## src/rtl/stage_if_pkg.sv

```systemverilog
// Shared types and constants for the instruction-fetch stage.
package stage_if_pkg;

  localparam int unsigned XLEN = 32;

  typedef logic [XLEN-1:0] inst_addr_t;
  typedef logic [XLEN-1:0] inst_t;

  localparam inst_t      NOP_INST    = 32'h0000_0013;
  localparam inst_addr_t IF_RESET_PC = 32'h0000_0000;

  typedef struct packed {
    inst_addr_t pc;
    inst_t      inst;
  } fetch_entry_t;

  // Fetch addresses are always word aligned.
  function automatic inst_addr_t word_align(input inst_addr_t a);
    return a & ~inst_addr_t'(3);
  endfunction

endpackage

```

## src/rtl/stage_if_fifo.sv

```systemverilog
// {pc,inst} buffer between instruction memory and decode; flush overrides push.
module stage_if_fifo
  import stage_if_pkg::*;
#(
  parameter int unsigned DEPTH = 2,
  localparam int unsigned AW = $clog2(DEPTH),
  localparam int unsigned CW = AW + 1
) (
  input  logic          clk,
  input  logic          rst,
  input  logic          push,
  input  logic          pop,
  input  logic          flush,
  input  logic [31:0]   push_pc,
  input  logic [31:0]   push_inst,
  output logic [31:0]   head_pc,
  output logic [31:0]   head_inst,
  output logic [CW-1:0] count,
  output logic          empty
);

  fetch_entry_t mem [DEPTH];
  logic [AW-1:0] head;
  logic [AW-1:0] tail;

  always_ff @(posedge clk) begin
    if (push && !flush) begin
      mem[tail] <= '{pc: push_pc, inst: push_inst};
    end
  end

  always_ff @(posedge clk or posedge rst) begin
    if (rst) begin
      head  <= '0;
      tail  <= '0;
      count <= '0;
    end else if (flush) begin
      head  <= '0;
      tail  <= '0;
      count <= '0;
    end else begin
      if (push) tail <= tail + AW'(1);
      if (pop)  head <= head + AW'(1);
      count <= count + CW'(push) - CW'(pop);
    end
  end

  assign head_pc   = mem[head].pc;
  assign head_inst = mem[head].inst;
  assign empty     = (count == '0);

endmodule

```

## src/rtl/stage_if.sv

```systemverilog
// Instruction-fetch stage: single-outstanding imem requests feeding a small {pc,inst} FIFO.
// Optional IF_PERF_EN adds saturating bubble/flush performance counters.
module stage_if
  import stage_if_pkg::*;
#(
  parameter logic [31:0] RESET_PC   = IF_RESET_PC,
  parameter int unsigned FIFO_DEPTH = 2
) (
  input  logic        clk,
  input  logic        rst,
  input  logic        stall,
  input  logic        br,
  input  logic [31:0] br_addr,
  output logic        imem_req,
  output logic [31:0] imem_addr,
  input  logic        imem_ack,
  input  logic [31:0] imem_rdata,
  output logic [31:0] pc,
  output logic [31:0] inst,
  output logic        inst_valid
`ifdef IF_PERF_EN
  ,
  output logic [31:0] perf_bubble,
  output logic [31:0] perf_flush
`endif
);

  localparam int unsigned CW = $clog2(FIFO_DEPTH) + 1;

  logic [CW-1:0] count;
  logic [CW-1:0] count_after;
  logic          empty;
  logic [31:0]   head_pc;
  logic [31:0]   head_inst;

  logic [31:0]   fetch_pc;
  logic [31:0]   target_pc;
  logic          pending;
  logic          kill;

  logic accept;
  logic redirect;
  logic ack;
  logic push;
  logic fifo_pop;
  logic issue;

  // A pending request owns a slot, so issuing is allowed only once it is
  // acked this cycle (or none is outstanding) and the FIFO still has room.
  always_comb begin
    accept      = !empty && !stall;
    redirect    = accept && br;
    ack         = imem_req && imem_ack;
    push        = ack && !kill && !redirect;
    fifo_pop    = accept && !redirect;
    count_after = redirect ? '0 : (count + CW'(push) - CW'(fifo_pop));
    target_pc   = redirect ? word_align(br_addr) : fetch_pc;
    issue       = (!pending || ack) && (count_after < CW'(FIFO_DEPTH));
  end

  always_ff @(posedge clk or posedge rst) begin
    if (rst) begin
      fetch_pc  <= word_align(RESET_PC);
      pending   <= 1'b0;
      kill      <= 1'b0;
      imem_req  <= 1'b0;
      imem_addr <= '0;
    end else begin
      if (issue) begin
        imem_req  <= 1'b1;
        imem_addr <= target_pc;
        pending   <= 1'b1;
        fetch_pc  <= target_pc + 32'd4;
      end else begin
        fetch_pc <= target_pc;
        if (ack) begin
          imem_req <= 1'b0;
          pending  <= 1'b0;
        end
      end
      // An in-flight request overtaken by a redirect returns stale data.
      if (ack) begin
        kill <= 1'b0;
      end else if (redirect && pending) begin
        kill <= 1'b1;
      end
    end
  end

  stage_if_fifo #(
    .DEPTH (FIFO_DEPTH)
  ) u_fifo (
    .clk       (clk),
    .rst       (rst),
    .push      (push),
    .pop       (fifo_pop),
    .flush     (redirect),
    .push_pc   (imem_addr),
    .push_inst (imem_rdata),
    .head_pc   (head_pc),
    .head_inst (head_inst),
    .count     (count),
    .empty     (empty)
  );

  assign inst_valid = !empty;
  assign pc         = empty ? '0 : head_pc;
  assign inst       = empty ? NOP_INST : head_inst;

`ifdef IF_PERF_EN
  always_ff @(posedge clk or posedge rst) begin
    if (rst) begin
      perf_bubble <= '0;
      perf_flush  <= '0;
    end else begin
      if (empty && !stall && (perf_bubble != '1)) perf_bubble <= perf_bubble + 32'd1;
      if (redirect && (perf_flush != '1))         perf_flush  <= perf_flush + 32'd1;
    end
  end
`endif

endmodule
```

## config.mk

```make
export PLATFORM = sky130hd
export DESIGN_NAME = stage_if
export DESIGN_NICKNAME = d
export VERILOG_FILES = /design/src/rtl/stage_if_pkg.sv /design/src/rtl/stage_if_fifo.sv /design/src/rtl/stage_if.sv
export SDC_FILE = /design/constraint.sdc
export NUM_CORES = 1
export LEC_CHECK = 0
export ABC_AREA = 1
export CAP_MARGIN = 20
export CORE_ASPECT_RATIO = 1.4
export CORE_MARGIN = 3
export CORE_UTILIZATION = 52
export CTS_CLUSTER_SIZE = 30
export DETAILED_ROUTE_END_ITERATION = 12
export GPL_ROUTABILITY_DRIVEN = 0
export PLACE_DENSITY = 0.87
export SYNTH_ARGS = -nofsm -noshare
export SYNTH_HDL_FRONTEND = slang
export SYNTH_SLANG_ARGS = --single-unit
```

## constraint.sdc

```tcl
create_clock -name clk -period 6 [get_ports clk]
set_clock_uncertainty 0.2 [all_clocks]
set_input_delay 0.9 -clock clk [delete_from_list [all_inputs] [get_ports clk]]
set_output_delay 0.9 -clock clk [all_outputs]
set_load 0.005 [all_outputs]
```

==> metrics.md, run 1 <==
| Metric | Value |
|---|---|
| Routed WL | 21000 um |
| CTS Sinks | 198 |
| Slowest cell delay on critical path | 800 ps |
| Placed Area | 0.0104 mm^2 |
| PD cells | 519 mW/mm^2 |
| H-tree depth | 4 |
| Fmax achieved | about 0.25 GHz |
| Detailed-router iteration count before antenna repair | 5 |
| Max-Cap Viols | 0 |
| Slew margin rel. | 0.409 |
| CTS buffer count | 17 |
| Most frequent cell after synthesis | nand2_1 |
| Critical path buffers and inverters | 5 |
| Most frequent cells after synthesis | 307 x nand2_1, 128 x edfxtp_1, 71 x inv_1 |
| Net Switching | between 2 and 2.5 mW |
| Asr flop ratio synth | 0.354 |
| FF-to-FF setup slack | 2430 ps |
| Total GRT Usage | 0.227 |
| Worst Setup Path Type | input port to register |
| Setup TNS | 0 ps |
| Main synth FF type | edfxtp_1 |
| Crit share post-route | 0.666 |
| Num ports | ~170 |
| Synth warn | 0 |
| Post-route minimum period | around 4000 ps |
| Crit path max fanout | 19 |
| Post-route DRC | 0 |
| Register bit total from synthesis | 198 |
| Worst path top cell family by delay | buffers and inverters |
| Clk network pwr share | 0.199 |
| Layout cells sized above 1 | 0.0782 |
| Overall die area | roughly 0.018 mm^2 |
| Clock Pin Slew Worst Setup and Hold Paths | approximately 70 ps |
| Grt ovf | 0 |
| CTS Hold Buffers Added | 0 |
| Leakage power | approximately 4.6 nW |
| Clk buf depth | 2 |
| CTS root buf | clkbuf_16 |
| Total Power | 5.74 mW |
| Core area | 0.0162 mm^2 |
| Finish-stage setup viols | 0 |
| Crit path top cell by count | nand2_1 |
| Switching Share | 0.365 |
| Post-Syn Area | 0.00865 mm^2 |
| Initial Utilization | 0.533 |
| Global-route wire length before repair | 32200 um |
| Nets@finish | between 1000 and 1500 |
| Initial antenna violation count | 0 |
| Area Growth Syn to Fin | 27.9% |
| Clock Latency Late Sink | 420 ps |
| Crit path launch type | input port |
| Row count | 55 |
| DR vias | around 6600 |
| RSZ-0062 raised after global routing | no |
| Post-Syn Nets | 953 |
| Avg Inst Size Synth | 9.82 um^2 |
| Mean routed wirelength per cell | 16.8 um |
| Largest net degree at the start of global routing | 71 |
| WHS | 271 ps |
| Vias in the first global route | 6440 |
| Width of the chip | between 100 and 150 um |
| Post-CTS Setup Inserts | 0 |
| Chip height | around 160 um |
| Top cells by area, synth | edfxtp_1 44%, dfrtp_1 20%, nand2_1 13% |
| Ant diodes | 0 |
| Register area share after synthesis | 0.647 |
| Final Cell Area | 0.0111 mm^2 |
| Synth cell types | 35 |
| Required @ worst endpoint | just over 6000 ps |
| Worst EP arrival | 4110 ps |
| Cells after synthesis | 881 |
| Hpwl dp | 14400 um |
| Synth top area share | 0.444 |
| Slowest cell on the critical path | clkdlybuf4s50_1 |
| CP Capture Type | register |
| Port bufs | 164 |
| CTS tree | built |
| Status | finished clean |
| Comb power frac | 0.424 |
| Max VDD drop | about 260 uV |
| Resize count post-CTS | 0 |
| Hold Path Class | register to register |
| Vias per cell | approximately 5.3 |
| Worst slew pin tran | 887 ps |
| Yosys top cell by area | edfxtp_1 |
| Final slew viol count | 0 |
| DRT iter0 DRCs | 554 |
| Post-synth EDFFs | 128 |
| P_int | ~3.6 mW |
| Fin. Hold Viols | 0 |
| Remaining antenna violation count | 0 |
| Seq pwr share | 0.377 |
| CP Cell Sequence | clkdlybuf4s50_1 -> nor3_1 -> ha_1 -> inv_1 -> ha_1 -> inv_1 -> nand2_1 -> nand3_1 -> nand2_1 -> clkinv_1 -> nand2_1 -> nor2_2 -> nand2_1 -> nand2_1 -> nand2_1 -> inv_1 |
[worst paths after layout]
kind / start / cells after the start / to
min in group asynchronous: rst / 3 / fetch_pc[26]$_DFF_PP0_
worst max register to register: u_fifo.count[1]$_DFF_PP0_ / 16 / fetch_pc[25]$_DFF_PP0_
worst min register to register: fetch_pc[1]$_DFF_PP0_ / 2 / fetch_pc[1]$_DFF_PP0_
max in group asynchronous: rst / 3 / u_fifo.head$_DFFE_PP0P_
worst min-delay path: fetch_pc[1]$_DFF_PP0_ / 2 / fetch_pc[1]$_DFF_PP0_
worst max-delay path: br / 16 / fetch_pc[25]$_DFF_PP0_
[through the flow]
stage	util	setup WS [ps]	cells
floorplan	-	907	881
global placement	0.643	1680	1215
detailed placement	0.643	1640	1215
CTS	0.680	1840	1247
global route	0.681	1700	1248
finish	0.681	2010	1248
[power groups by stage]
stage | registers [mW] | clock network, mW | logic [mW]
after floorplan | 2.14 | 0 | 1.26
after global placement | 2.16 | 0 | 2.34
after detailed placement | 2.19 | 0 | 2.42
after CTS | 2.16 | 1.16 | 2.44
after global routing | 2.20 | 1.22 | 2.68
final | 2.17 | 1.14 | 2.44
[area by class of cell]
| class | instances | area (um^2) |
|---|---|---|
| clock inverter | 14 | 171 |
| tap | 199 | 249 |
| timing repair buffer | 172 | 1710 |
| inverter | 81 | 304 |
| multi-input combinational | 566 | 2600 |
| fill | 1184 | 5180 |
| sequential | 198 | 5600 |
| clock buffer | 18 | 429 |
[state kept, by name (all words and copies together), names as in the netlist]
register and count:
kill 1, u_fifo.head 1, fetch_pc 32, u_fifo.mem 128, u_fifo.count 2, u_fifo.tail 1, imem_addr 32, pending 1
[tightest hold or removal path, delay by kind of cell (launching register included)]
kind	cells	cell delay [ps]
buffers and inverters	1	50
flip-flops	1	330
AND/OR/NAND/NOR	1	60
[per-layer routing]
metal / track usage / routed length [um] / vias to the layer above
li1: - / - / 3201
met1: 0.267 / 8100 / 3157
met2: 0.405 / 11100 / 205
met3: 0.0354 / 988 / 48
met4: 0.109 / 752 / 0
met5: 0 / 0 / -
[placed cells by master, fill, tap and decap left out, drive strengths merged]
| cell | n |
|---|---|
| clkinvlp | 3 |
| xnor2 | 1 |
| ha | 3 |
| bufinv | 2 |
| nand3 | 42 |
| o22ai | 2 |
| a21boi | 1 |
| nor2 | 62 |
| nand3b | 3 |
| nand4 | 9 |
| xor2 | 9 |
| or2 | 2 |
| nand2 | 315 |
| inv | 83 |
| buf | 8 |
| clkbuf | 18 |
| o21a | 1 |
| edfxtp | 128 |
| clkdlybuf4s50 | 164 |
| clkinv | 7 |
| nor3 | 3 |
| a31oi | 5 |
| a21oi | 61 |
| o21ai | 47 |
| dfrtp | 70 |
[cells by family after synthesis]
group                      after synthesis  share of synthesized area
AOI/OAI and AO/OA                      117                     0.0701
xor gates and xnor gates                10                     0.0101
adders and majority gates                3                    0.00434
buffers and inverters                  117                     0.0551
DFF                                    198                      0.647
and+or+nand+nor                        436                      0.213
Note: power is estimated with default switching activity, not from simulation.
==> run 2, diff against run 1 <==
- clock period: 6 -> 4 ns (I/O delays scaled with it)
==> metrics.md, run 2 (same netlist as run 1, synthesis figures left out) <==
| Metric | Value |
|---|---|
| Hpwl dp | 14200 um (-1.3%) |
| Max FFs per register | 128 (unchanged) |
| CP Capture Type | register |
| Grt ovf | 0 (unchanged) |
| R2R cell count | 14 (-2) |
| Crit. Startpoint | stall |
| Post-CTS Setup Inserts | 0 (unchanged) |
| DR vias | 6691 (+1.2%) |
| Status | finished clean |
| Row count | 55 (unchanged) |
| Critical path depth | 14 (-2) |
| Worst EP arrival | 3280 ps (-830 ps) |
| Final Cell Area | 0.0111 mm^2 (+0.59%) |
| Resize count post-CTS | 0 (unchanged) |
| Fin. Hold Viols | 0 (unchanged) |
| H-tree depth | 4 (unchanged) |
| Critical path buffers and inverters | 4 (-1) |
| Chip height | 159 um (unchanged) |
| DRT iter0 DRCs | 546 (-1.4%) |
| Global-route wire length before repair | 32200 um (-0.17%) |
| FF-to-FF setup slack | 1100 ps (-1330 ps) |
| Placed cell count | 1220 (+0.41%) |
| Port bufs | 164 (unchanged) |
| Routed WL | 20600 um (-1.6%) |
| Slowest cell on the critical path | clkdlybuf4s50_1 |
| Crit path max fanout | 6 (-13) |
| CTS buffer count | 17 (unchanged) |
| Slew margin rel. | 0.527 (+0.118) |
| CTS Hold Buffers Added | 0 (unchanged) |
| Hold Path Class | register to register |
| Setup WS pre-CTS | 436 ps (-1210 ps) |
| R2r startpoint | u_fifo.count[1]$_DFF_PP0_ |
| Clock Pin Slew Worst Setup and Hold Paths | 70 ps (about the same) |
| Crit path launch type | input port |
| Post-route DRC | 0 (unchanged) |
| Initial Utilization | 0.533 (unchanged) |
| Required @ worst endpoint | 4120 ps (-2000 ps) |
| Remaining antenna violation count | 0 (unchanged) |
| Final slew viol count | 0 (unchanged) |
| Setup TNS | 0 ps (unchanged) |
| CTS tree | built |
| Area Growth Syn to Fin | 28.6% |
| Finish-stage setup viols | 0 (unchanged) |
| Max VDD drop | 436 uV (+67%) |
| WHS | 264 ps (-6.57 ps) |
| Overall die area | 0.0182 mm^2 (unchanged) |
| Worst Setup Path Type | input port to register |
| Ant diodes | 0 (unchanged) |
| Biggest regs | u_fifo.mem (128), fetch_pc (32), imem_addr (32) |
| Worst path top cell family by delay | simple AND/OR/NAND/NOR gates |
| Core area | 0.0162 mm^2 (unchanged) |
| Most common cell after layout, fill and taps aside | nand2_1 |
| Max-Cap Viols | 0 (unchanged) |
| Largest net degree at the start of global routing | 67 (-5.6%) |
| Clock Latency Late Sink | 420 ps (about the same) |
| Total Power | 8.67 mW (+51%) |
| CTS Sinks | 198 (unchanged) |
| Beginning of the worst hold path | fetch_pc[1]$_DFF_PP0_ |
| Vias per cell | 5.35 (+0.97%) |
| Placed Area | 0.0105 mm^2 (+0.84%) |
| Leakage power | 4.59 nW (+0.78%) |
| Vias in the first global route | 6578 (+2.1%) |
| Num ports | 167 (unchanged) |
| Nets@finish | 1112 (+0.36%) |
| Detailed-router iteration count before antenna repair | 5 (unchanged) |
| RSZ-0062 raised after global routing | no |
| Clk buf depth | 2 (unchanged) |
| PD cells | 779 mW/mm^2 (+50%) |
| Width of the chip | 115 um (unchanged) |
| Non-filler instance count after layout | 1251 (+0.24%) |
| Crit share post-route | 0.790 |
| Fillers | 1203 (+1.6%) |
| Top reg by flops | u_fifo.mem |
| Slowest cell delay on critical path | 500 ps (-300 ps) |
| Post-route minimum period | 3160 ps |
| Layout cells sized above 1 | 0.0817 (+0.00358) |
| Most frequent cells in the layout | 307 x nand2_1, 164 x clkdlybuf4s50_1, 128 x edfxtp_1, 69 x inv_1, 69 x dfrtp_1 |
| Final worst slack | 838 ps (-1170 ps) |
| CTS root buf | clkbuf_16 |
| Post-route core utilization | 0.685 (+0.00401) |
| Worst slew pin tran | 708 ps (-178 ps) |
| CP endpoint | fetch_pc[21]$_DFF_PP0_ |
| Initial antenna violation count | 0 (unchanged) |
| Fmax achieved | between 0.3 and 0.4 GHz |
| Total GRT Usage | 0.226 (-0.00131) |
| Mean routed wirelength per cell | 16.5 um (-1.8%) |
| R2r endpoint | fetch_pc[21]$_DFF_PP0_ |
| CP Cell Sequence | clkdlybuf4s50_1 -> nor3_1 -> ha_1 -> inv_1 -> ha_1 -> nand3_1 -> nand3_1 -> nand2_1 -> clkinv_1 -> nand2_1 -> nor2_2 -> nand3_1 -> nand2_1 -> inv_1 |
[run 2: changes by cell type in the layout (fill, tap and decap cells not counted), moves of 2 or more]
cell      change
buf_12        +3
inv_6         +2
clkinv_4      -3
clkinv_2      +2
[run 2: cell type report]
type | count | area (um^2) | area share
multi-input combinational | 566 | 2600 | 0.234
tap | 199 | 249 | 0.0224
sequential | 198 | 5600 | 0.503
clock buffer | 17 | 425 | 0.0382
inverter | 81 | 304 | 0.0273
timing repair buffer | 176 | 1780 | 0.160
clock inverter | 14 | 173 | 0.0155
[run 2: report_power, final]
| part | total [mW] | switching (mW) | internal, mW |
|---|---|---|---|
| combinational | 3.69 | 2.05 | 1.64 |
| sequential | 3.25 | 0.325 | 2.92 |
| clock | 1.74 | 0.748 | 0.990 |
| total | 8.67 | 3.12 | 5.55 |
[run 2: per-layer routing]
layer	routed length, um	GRT usage
met1	7900	0.256
met5	0	0
met2	10600	0.404
met4	1110	0.128
met3	983	0.0331
[run 2: worst min-delay path, stage by stage, from the launching register on]
cell,delay (ps)
dfrtp_1,330
nand2_1,60
inv_1,50
[run 2: worst min-delay path by stage]
stage,end,cells after the start
2_1_floorplan,fetch_pc[0]$_DFF_PP0_,2
5_1_grt,fetch_pc[1]$_DFF_PP0_,2
4_1_cts,fetch_pc[1]$_DFF_PP0_,2
3_5_place_dp,fetch_pc[0]$_DFF_PP0_,2
6_report,fetch_pc[1]$_DFF_PP0_,2
3_3_place_gp,fetch_pc[1]$_DFF_PP0_,2
==> run 3, diff against run 2 <==
- CORE_UTILIZATION: 52 -> 47
- PLACE_DENSITY: 0.87 -> 0.83
- clock period: 4 -> 2.6 ns (I/O delays scaled with it)
==> metrics.md, run 3 (same netlist as run 1, synthesis figures left out) <==
| Metric | Value |
|---|---|
| Finish-stage setup viols | 0 (unchanged) |
| Setup TNS | 0 ps (unchanged) |
| Initial antenna violation count | 0 (unchanged) |
| Worst EP arrival | 2700 ps (-580 ps) |
| Fmax achieved | approximately 0.39 GHz |
| Initial Utilization | 0.481 (-0.0520) |
| CTS Hold Buffers Added | 0 (unchanged) |
| Area Growth Syn to Fin | 41.7% |
| Critical path buffers and inverters | 4 (unchanged) |
| Worst path top cell family by delay | simple AND/OR/NAND/NOR gates |
| Routed wl met3 | 1350 um (+38%) |
| Most frequent cells in the layout | 292 x nand2_1, 147 x clkdlybuf4s50_1, 128 x edfxtp_1, 78 x buf_4, 69 x dfrtp_1 |
| CTS root buf | clkbuf_16 |
| Port bufs | 164 (unchanged) |
| Num ports | 167 (unchanged) |
| CP Capture Type | register |
| Routed WL | 24300 um (+18%) |
| Chip height | 167 um (+5.0%) |
| Status | finished clean |
| Core area | 0.0180 mm^2 (+11%) |
| Max FFs per register | 128 (unchanged) |
| Crit path launch type | input port |
| Post-route minimum period | around 2600 ps |
| Placed Area | 0.0112 mm^2 (+6.4%) |
| Crit path max fanout | 5 (-1) |
| Hold Path Class | input port to asynchronous set/reset pin |
| PD cells | 1190 mW/mm^2 (+53%) |
| Multi-input gate area in the final layout | 0.00282 mm^2 (+8.6%) |
| CP Cell Sequence | clkdlybuf4s50_1 -> nor3_2 -> ha_1 -> inv_1 -> ha_2 -> nand3_2 -> nand3_2 -> nand2_4 -> buf_4 -> or2_2 -> nand2_1 -> nand3_1 -> nand2_1 -> inv_1 |
| Worst Setup Path Type | input port to register |
| DRT iter0 DRCs | 612 (+12%) |
| Required @ worst endpoint | 2710 ps (-1410 ps) |
| Top reg by flops | u_fifo.mem |
| Setup WS pre-CTS | -341 ps (-777 ps) |
| WHS | 147 ps (-118 ps) |
| H-tree depth | 4 (unchanged) |
| CTS Sinks | 198 (unchanged) |
| Mean routed wirelength per cell | 17.6 um (+6.7%) |
| Leakage power | 5.32 nW (+16%) |
| Vias per cell | 5.23 (-2.2%) |
| Final slew viol count | 0 (unchanged) |
| Clk buf depth | 2 (unchanged) |
| Grt ovf | 0 (unchanged) |
| FF/Latch Area | 0.00560 mm^2 (unchanged) |
| Top sig layer | met4 |
| Biggest regs | u_fifo.mem (128), fetch_pc (32), imem_addr (32) |
| Slowest cell on the critical path | clkdlybuf4s50_1 |
| Clock Pin Slew Worst Setup and Hold Paths | 70 ps (about the same) |
| Nets@finish | 1200 (+7.9%) |
| Detailed-router iteration count before antenna repair | 5 (unchanged) |
| Met2 wire length | 12900 um (+22%) |
| Crit share post-route | 0.995 |
| Worst slew pin tran | 651 ps (-57.7 ps) |
| Post-route DRC | 0 (unchanged) |
| Global-route wire length before repair | 35800 um (+11%) |
| CTS buffer count | 17 (unchanged) |
| Total GRT Usage | 0.228 (+0.00181) |
| Overall die area | 0.0201 mm^2 (+10%) |
| RSZ-0062 raised after global routing | yes |
| Max-Cap Viols | 0 (unchanged) |
| Row count | 58 (+5.5%) |
| Placed cell count | 1333 (+9.3%) |
| Remaining antenna violation count | 0 (unchanged) |
| Clock Latency Late Sink | 420 ps (about the same) |
| Fillers | 1286 (+6.9%) |
| Slew margin rel. | 0.562 (+0.0345) |
| Non-filler instance count after layout | 1381 (+10%) |
| Largest net degree at the start of global routing | 71 (+6.0%) |
| Final Cell Area | 0.0123 mm^2 (+10%) |
| DR vias | 7227 (+8.0%) |
| Most common cell after layout, fill and taps aside | nand2_1 |
| Slowest cell delay on critical path | 470 ps (-30 ps) |
| Layout cells sized above 1 | 0.194 (+0.112) |
| CTS tree | built |
| Vias in the first global route | 6961 (+5.8%) |
| Hpwl dp | 15900 um (+12%) |
| Max VDD drop | 530 uV (+21%) |
| Length of routed wiring on met1 | 8830 um (+12%) |
| Final worst slack | 12.0 ps (-826 ps) |
| Fin. Hold Viols | 0 (unchanged) |
| Width of the chip | 121 um (+4.9%) |
| Ant diodes | 0 (unchanged) |
[run 3: final cells by class]
cell class	count	area share
sequential	198	0.456
multi-input combinational	566	0.230
timing repair buffer	264	0.218
clock buffer	22	0.0379
inverter	81	0.0254
tap	240	0.0245
clock inverter	10	0.00796
[run 3: path summary, 6_finish.rpt]
check,startpoint,end,slack [ps],cells after the start
max in group asynchronous,rst,u_fifo.head$_DFFE_PP0P_,1710,3
setup / recovery,br,fetch_pc[26]$_DFF_PP0_,10,14
setup reg to reg,u_fifo.count[1]$_DFF_PP0_,fetch_pc[26]$_DFF_PP0_,20,15
hold / removal,rst,imem_addr[24]$_DFFE_PP0P_,150,3
min in group clk,fetch_pc[0]$_DFF_PP0_,fetch_pc[0]$_DFF_PP0_,270,2
hold reg to reg,fetch_pc[0]$_DFF_PP0_,fetch_pc[0]$_DFF_PP0_,270,2
[run 3: metal layers]
layer / GRT usage / vias to the layer above
met5: 0 / -
met4: 0.117 / 0
met3: 0.0336 / 85
met2: 0.408 / 313
met1: 0.261 / 3444
li1: - / 3385
[run 3: repair_timing]
item | in CTS | in global routing
pin swaps | 1 | 21
setup endpoints to repair | 43 | 101
buffers inserted | 3 | 10
resized for setup | 16 | 79
gates cloned | 2 | 2
[run 3: per-stage QoR]
stage / power [mW] / util
after detailed placement: 11.5 / 0.622
after global routing: 15.5 / 0.681
after CTS: 14.3 / 0.661
final: 14.6 / 0.681
after floorplan: 7.87 / -
after global placement: 11.2 / 0.622
[run 3: where the power goes]
group | switching (mW) | internal, mW | leakage [nW]
Clock | 1.12 | 1.38 | 0.275
Combinational | 3.72 | 3.39 | 3.02
Sequential | 0.538 | 4.50 | 2.02
Total | 5.38 | 9.27 | 5.32
[run 3: worst reg2reg max path: stages, from the launching register on]
cell	delay (ps)
dfrtp_1	420
nor2_4	180
nor3_2	80
ha_1	290
inv_1	50
ha_2	190
inv_2	60
nand2_2	50
nand3_2	110
nand2_4	120
buf_4	180
or2_2	290
nand2_1	60
nand3_1	70
nand2_1	80
inv_1	50
